File: config.mk
export PLATFORM = sky130hd
export DESIGN_NAME = multicycle_controller
export DESIGN_NICKNAME = d
export VERILOG_FILES = /design/src/rtl/multicycle_controller.sv
export SDC_FILE = /design/constraint.sdc
export NUM_CORES = 1
export LEC_CHECK = 0
export CAP_MARGIN = 20
export CORE_ASPECT_RATIO = 0.8
export CORE_MARGIN = 2
export CORE_UTILIZATION = 63
export CTS_CLUSTER_SIZE = 16
export DETAILED_ROUTE_END_ITERATION = 10
export DONT_BUFFER_PORTS = 1
export PLACE_DENSITY = 0.79
export SETUP_SLACK_MARGIN = 0.05
export SLEW_MARGIN = 5
export SYNTH_ARGS = -nofsm -noshare
export SYNTH_HDL_FRONTEND = slang
export SYNTH_SLANG_ARGS = --single-unit
File: constraint.sdc
create_clock -name clk -period 2.85 [get_ports clk]
set_clock_uncertainty 0.15 [all_clocks]
set_input_delay 0.855 -clock clk [delete_from_list [all_inputs] [get_ports clk]]
set_output_delay 0.855 -clock clk [all_outputs]
set_load 0.01 [all_outputs]
File: src/rtl/multicycle_controller.sv
// Multicycle RISC-V style control FSM for a shared instruction/data memory.
// Sequences FETCH/DECODE/execute states, produces datapath selects and write
// enables, and halts on memory timeout.
// Optional build macro MC_ILLEGAL_HALT_EN: when defined, an unknown opcode in
// DECODE halts the machine and sets the sticky illegal_op flag; when undefined,
// unknown opcodes behave as NOPs and illegal_op is tied low.
module multicycle_controller #(
    parameter int MEM_TIMEOUT = 16
) (
    input  logic       clk,
    input  logic       rst,
    input  logic [6:0] op,
    input  logic [2:0] funct3,
    input  logic       zero,
    input  logic       lt,
    input  logic       mem_ready,
    output logic       PCWrite,
    output logic       IRWrite,
    output logic       MemWrite,
    output logic       RegWrite,
    output logic       AdrSrc,
    output logic [1:0] ResultSrc,
    output logic [1:0] ALUSrcA,
    output logic [1:0] ALUSrcB,
    output logic [1:0] ALUOp,
    output logic [2:0] ImmSrc,
    output logic [3:0] state,
    output logic       mem_err,
    output logic       illegal_op
);

    typedef enum logic [3:0] {
        S_FETCH    = 4'd0,
        S_DECODE   = 4'd1,
        S_MEMADR   = 4'd2,
        S_MEMREAD  = 4'd3,
        S_MEMWB    = 4'd4,
        S_MEMWRITE = 4'd5,
        S_EXECR    = 4'd6,
        S_EXECI    = 4'd7,
        S_ALUWB    = 4'd8,
        S_BRANCH   = 4'd9,
        S_JAL      = 4'd10,
        S_JALR     = 4'd11,
        S_JALRPC   = 4'd12,
        S_LUI      = 4'd13,
        S_UNUSED   = 4'd14,
        S_HALT     = 4'd15
    } state_t;

    localparam logic [6:0] OP_LOAD  = 7'b0000011;
    localparam logic [6:0] OP_STORE = 7'b0100011;
    localparam logic [6:0] OP_RTYPE = 7'b0110011;
    localparam logic [6:0] OP_ITYPE = 7'b0010011;
    localparam logic [6:0] OP_BR    = 7'b1100011;
    localparam logic [6:0] OP_JAL   = 7'b1101111;
    localparam logic [6:0] OP_JALR  = 7'b1100111;
    localparam logic [6:0] OP_LUI   = 7'b0110111;

    localparam logic [7:0] LAST_WAIT = 8'(MEM_TIMEOUT - 1);

    state_t     r_state;
    state_t     w_next;
    logic [7:0] r_wait_cnt;
    logic       r_mem_err;
    logic       w_mem_state;
    logic       w_timeout;
    logic       w_mem_err_set;
    logic       w_pc_write;
    logic       w_ir_write;
    logic       w_mem_write;
    logic       w_reg_write;
    logic       w_adr_src;
    logic [1:0] w_result_src;
    logic [1:0] w_alu_src_a;
    logic [1:0] w_alu_src_b;
    logic [1:0] w_alu_op;
    logic       w_br_taken;
`ifdef MC_ILLEGAL_HALT_EN
    logic       r_illegal_op;
    logic       w_illegal_set;
`endif

    assign w_mem_state = (r_state == S_FETCH) || (r_state == S_MEMREAD) ||
                         (r_state == S_MEMWRITE);
    assign w_timeout   = (r_wait_cnt == LAST_WAIT) && !mem_ready;

    // Branch condition selected by funct3
    always_comb begin
        w_br_taken = 1'b0;
        case (funct3)
            3'b000:  w_br_taken = zero;
            3'b001:  w_br_taken = !zero;
            3'b100:  w_br_taken = lt;
            3'b101:  w_br_taken = !lt;
            default: w_br_taken = 1'b0;
        endcase
    end

    // State register, memory wait counter and sticky error flags
    always_ff @(posedge clk) begin
        if (rst) begin
            r_state    <= S_FETCH;
            r_wait_cnt <= '0;
            r_mem_err  <= 1'b0;
        end else begin
            r_state <= w_next;
            // any state change clears the counter, so every entry into a
            // memory-wait state starts counting from zero
            if (w_next != r_state) begin
                r_wait_cnt <= '0;
            end else if (w_mem_state && !mem_ready) begin
                r_wait_cnt <= r_wait_cnt + 8'd1;
            end
            if (w_mem_err_set) begin
                r_mem_err <= 1'b1;
            end
        end
    end

`ifdef MC_ILLEGAL_HALT_EN
    // Sticky illegal-opcode flag
    always_ff @(posedge clk) begin
        if (rst) begin
            r_illegal_op <= 1'b0;
        end else if (w_illegal_set) begin
            r_illegal_op <= 1'b1;
        end
    end
    assign illegal_op = r_illegal_op;
`else
    assign illegal_op = 1'b0;
`endif

    // Next-state and per-state datapath controls
    always_comb begin
        w_next        = r_state;
        w_mem_err_set = 1'b0;
        w_pc_write    = 1'b0;
        w_ir_write    = 1'b0;
        w_mem_write   = 1'b0;
        w_reg_write   = 1'b0;
        w_adr_src     = 1'b0;
        w_result_src  = 2'b00;
        w_alu_src_a   = 2'b00;
        w_alu_src_b   = 2'b00;
        w_alu_op      = 2'b00;
`ifdef MC_ILLEGAL_HALT_EN
        w_illegal_set = 1'b0;
`endif
        case (r_state)
            S_FETCH: begin
                w_adr_src    = 1'b0;
                w_alu_src_a  = 2'b00;
                w_alu_src_b  = 2'b10;
                w_result_src = 2'b10;
                w_alu_op     = 2'b00;
                w_ir_write   = mem_ready;
                w_pc_write   = mem_ready;
                if (mem_ready) begin
                    w_next = S_DECODE;
                end else if (w_timeout) begin
                    w_next        = S_HALT;
                    w_mem_err_set = 1'b1;
                end
            end
            S_DECODE: begin
                w_alu_src_a = 2'b01;
                w_alu_src_b = 2'b01;
                w_alu_op    = 2'b00;
                case (op)
                    OP_LOAD, OP_STORE: w_next = S_MEMADR;
                    OP_RTYPE:          w_next = S_EXECR;
                    OP_ITYPE:          w_next = S_EXECI;
                    OP_BR:             w_next = S_BRANCH;
                    OP_JAL:            w_next = S_JAL;
                    OP_JALR:           w_next = S_JALR;
                    OP_LUI:            w_next = S_LUI;
                    default: begin
`ifdef MC_ILLEGAL_HALT_EN
                        w_next        = S_HALT;
                        w_illegal_set = 1'b1;
`else
                        w_next = S_FETCH;
`endif
                    end
                endcase
            end
            S_MEMADR: begin
                w_alu_src_a = 2'b10;
                w_alu_src_b = 2'b01;
                w_alu_op    = 2'b00;
                w_next      = (op == OP_LOAD) ? S_MEMREAD : S_MEMWRITE;
            end
            S_MEMREAD: begin
                w_adr_src = 1'b1;
                if (mem_ready) begin
                    w_next = S_MEMWB;
                end else if (w_timeout) begin
                    w_next        = S_HALT;
                    w_mem_err_set = 1'b1;
                end
            end
            S_MEMWB: begin
                w_result_src = 2'b01;
                w_reg_write  = 1'b1;
                w_next       = S_FETCH;
            end
            S_MEMWRITE: begin
                w_adr_src   = 1'b1;
                w_mem_write = 1'b1;
                if (mem_ready) begin
                    w_next = S_FETCH;
                end else if (w_timeout) begin
                    w_next        = S_HALT;
                    w_mem_err_set = 1'b1;
                end
            end
            S_EXECR: begin
                w_alu_src_a = 2'b10;
                w_alu_src_b = 2'b00;
                w_alu_op    = 2'b10;
                w_next      = S_ALUWB;
            end
            S_EXECI: begin
                w_alu_src_a = 2'b10;
                w_alu_src_b = 2'b01;
                w_alu_op    = 2'b10;
                w_next      = S_ALUWB;
            end
            S_ALUWB: begin
                w_result_src = 2'b00;
                w_reg_write  = 1'b1;
                w_next       = S_FETCH;
            end
            S_BRANCH: begin
                w_alu_src_a  = 2'b10;
                w_alu_src_b  = 2'b00;
                w_alu_op     = 2'b01;
                w_result_src = 2'b00;
                w_pc_write   = w_br_taken;
                w_next       = S_FETCH;
            end
            S_JAL: begin
                w_alu_src_a  = 2'b01;
                w_alu_src_b  = 2'b10;
                w_result_src = 2'b00;
                w_pc_write   = 1'b1;
                w_next       = S_ALUWB;
            end
            S_JALR: begin
                w_alu_src_a = 2'b10;
                w_alu_src_b = 2'b01;
                w_alu_op    = 2'b00;
                w_next      = S_JALRPC;
            end
            S_JALRPC: begin
                w_alu_src_a  = 2'b01;
                w_alu_src_b  = 2'b10;
                w_result_src = 2'b00;
                w_pc_write   = 1'b1;
                w_next       = S_ALUWB;
            end
            S_LUI: begin
                w_alu_src_a = 2'b11;
                w_alu_src_b = 2'b01;
                w_alu_op    = 2'b00;
                w_next      = S_ALUWB;
            end
            S_HALT: begin
                w_next = S_HALT;
            end
            default: begin
                w_next = S_FETCH;
            end
        endcase
    end

    // Immediate format depends only on the opcode, in every state
    always_comb begin
        ImmSrc = 3'b000;
        case (op)
            OP_ITYPE, OP_LOAD, OP_JALR: ImmSrc = 3'b000;
            OP_STORE:                   ImmSrc = 3'b001;
            OP_BR:                      ImmSrc = 3'b010;
            OP_LUI:                     ImmSrc = 3'b011;
            OP_JAL:                     ImmSrc = 3'b100;
            default:                    ImmSrc = 3'b000;
        endcase
    end

    // Write enables are suppressed combinationally while reset is held
    assign PCWrite   = w_pc_write  & ~rst;
    assign IRWrite   = w_ir_write  & ~rst;
    assign MemWrite  = w_mem_write & ~rst;
    assign RegWrite  = w_reg_write & ~rst;
    assign AdrSrc    = w_adr_src;
    assign ResultSrc = w_result_src;
    assign ALUSrcA   = w_alu_src_a;
    assign ALUSrcB   = w_alu_src_b;
    assign ALUOp     = w_alu_op;
    assign state     = r_state;
    assign mem_err   = r_mem_err;

endmodule

==> results.cfg <==
[status]
status = finished clean

[setup_path]
crit_type = input port to primary output
cp_top_family = simple AND/OR/NAND/NOR gates
worstReg2RegEnd = r_wait_cnt[6]$_SDFFE_PP0P_
cp_num_buf_inv = 0
critPathLaunchType = input port
crit_chain = or3b_2 -> a21oi_1
cp_slowest_stage_delay_ps = 480
regToRegSetupSlack_ps = 240
crit_fanout = 7
arrival_ps = 1610
r2r_cells = 6
crit_required_ps = 1850
critPathCaptureType = primary output
slowest_stage = or3b_2
r2r-start = state[1]$_SDFF_PP0_

[synthesis]
synthDistinctLibCells = 63
ys_ff_latch = 13
ys_seq_area_frac = 0.184
synth_edf_count = 0
synthTopCellsByCount = 17 x nor2_1, 13 x dfxtp_1, 11 x nor3_1, 10 x nand2_1, 10 x nor4_1
synth.top_cell.area_share = 0.184
syn_inst = 188
async_flop_share = 0
synth_flop_cell = dfxtp_1
synthesis.area_sq_mm = 0.00142
synth.largest_area_cell = dfxtp_1
syn_avg_cell_area_sq_um = 7.53
synth_most_common_cell = nor2_1
ys_warn_count = 0
synthTopCellsByArea = dfxtp_1 18%, nor2_1 4.5%, nor4_1 4.4%, nor3_1 3.9%, o22ai_1 3.5%
synth_nets = 204

[layout]
drive_gt1_frac = 0.141
final_util = 0.673
antenna_cells = 0
fin_area_sq_mm = 0.00144
nNetsFinal = 201
syn2layout_area_growth_pct = 1.77

[sta]
relSlewSlack = 0.664
finalCritPeriodShare = 0.919
timing.setup.tns_ps = 0
worst_pin_slew_ps = 504
post-route-min-period_ps = 2620
setup_viol_count_final = 0
report.final.hold_viol_count = 0
hold_slack_ps = 413
rsz0062_at_grt = no
drv_slew = 0
timing.fmax_ghz = 0.382

[floorplanning]
fp.dieW_microns = 57.0
ios = 37
dieArea_sq_mm = 0.00264
initial_core_util = 0.661
die_y_microns = 46.4
core_area_sq_mm = 0.00214
core.rowCount = 15

[placed_design]
gp_congestion = 0.931
placed_area_sq_mm = 0.00141
hpwl_microns = 2830
place.port_buffers = 0

[pwr]
power_density_mw_per_mm2 = 270
finalPower_w = 0.000389
ir_worst_vdd_uv = 347
leakagePower_nw = 0.511

[detailed_routing]
drtAntennaViolNets = 0
drt-total-wl_microns = 3820
first_iter_violations = 110
dr.pass1.iters = 5
routedWlPerCell_microns = 18.3
vias = 1528
avgViaCountPerCell = 7.31
drc = 0

[worst_hold_path]
hold-path-endpoint = mem_err$_SDFFE_PP0P_
min_path_type = flop to flop
hold_start = mem_err$_SDFFE_PP0P_
hold_depth = 2

[clock_tree]
cts_max_path_buffers = 2
cts-hold-fix-buffers = 0
clkTransAtPathRegs_ps = 80
cts.sinks = 13
cts-htree-levels = 1
clock_latency_ps = 280
numCtsBuffers = 3
cts_tree = built
cts_root_buf = clkbuf_4

[grt]
track_usage = 0.302
grt_pass1_vias = 1301
grt_pass1_wl_microns = 6090
antenna_found_initial = 0
grt-ovfl-total = 0
grt_max_degree = 20

[job]
cap_violations = 0
## where the power goes
part	switching (W)	internal, W
Sequential	0.00000730	0.000184
Combinational	0.0000457	0.0000343
Clock	0.0000629	0.0000545
Total	0.000116	0.000273
## state kept, by name, indices dropped and copies added (netlist names)
| name | flops |
|---|---|
| r_wait_cnt | 8 |
| state | 4 |
| mem_err | 1 |
## cell usage in the layout (no fill, tap or decap), types with 4 or more instances in the layout
| master | synthesis | routed |
|---|---|---|
| nor2_1 | 17 | 17 |
| dfxtp_1 | 13 | 12 |
| nor3_1 | 11 | 11 |
| nand2_1 | 10 | 10 |
| nor4_1 | 10 | 10 |
| a21oi_1 | 9 | 9 |
| o21ai_0 | 9 | 9 |
| o22ai_1 | 8 | 8 |
| buf_4 | 3 | 8 |
| nand3_1 | 5 | 5 |
| inv_1 | 4 | 4 |
| or3_1 | 4 | 4 |
| and2_1 | 4 | 4 |
| xnor2_1 | 4 | 4 |
| nand4_1 | 4 | 4 |
| o21a_1 | 4 | 4 |
## how the worst max path moves through the flow
stage	from	end	slack (ps)	depth (start not counted)
global route	state[1]$_SDFF_PP0_	r_wait_cnt[3]$_SDFFE_PP0P_	80	6
CTS	state[0]$_SDFF_PP0_	PCWrite	70	4
detailed placement	funct3[2]	PCWrite	230	5
finish	op[2]	ImmSrc[1]	230	2
global placement	op[2]	ImmSrc[1]	260	2
floorplan	op[2]	ImmSrc[1]	120	3
## per-stage QoR
step | cells | setup WS (ps)
after global placement | 205 | 258
after detailed placement | 205 | 230
final | 209 | 231
after global routing | 209 | 80.0
after CTS | 209 | 73.1
after floorplan | 188 | 121
## cell families after synthesis
family | count (synthesis) | share of synthesized area
AOI/OAI and AO/OA | 58 | 0.309
muxes | 2 | 0.0150
buffers and inverters | 20 | 0.0769
adders and majority gates | 1 | 0.00884
and+or+nand+nor | 87 | 0.362
DFF | 13 | 0.184
xor gates and xnor gates | 6 | 0.0424
other | 1 | 0.00265
## routing by layer
| metal | wire [microns] | up-vias | share of wire | GRT usage |
|---|---|---|---|---|
| met2 | 1670 | 106 | 0.44 | 0.467 |
| li1 | - | 713 | - | - |
| met1 | 1630 | 695 | 0.43 | 0.405 |
| met5 | 0 | - | 0 | 0 |
| met3 | 429 | 14 | 0.11 | 0.0815 |
| met4 | 93 | 0 | 0.024 | 0.116 |
## area by class of cell
type / instances / area [sq um]
Clock buffer: 4 / 26.3
Fill cell: 174 / 699
Inverter: 4 / 15.0
Multi-Input combinational cell: 155 / 1050
Sequential cell: 13 / 262
Tap cell: 25 / 31.3
Timing Repair Buffer: 8 / 60.1
## repair_timing
item | CTS | global route
gates resized for setup | 0 | 1
setup endpoints to repair | 0 | 3
endpoints found under the hold margin | 0 | 0
setup buffers | 0 | 0
Power figures use the tool's default switching activity.
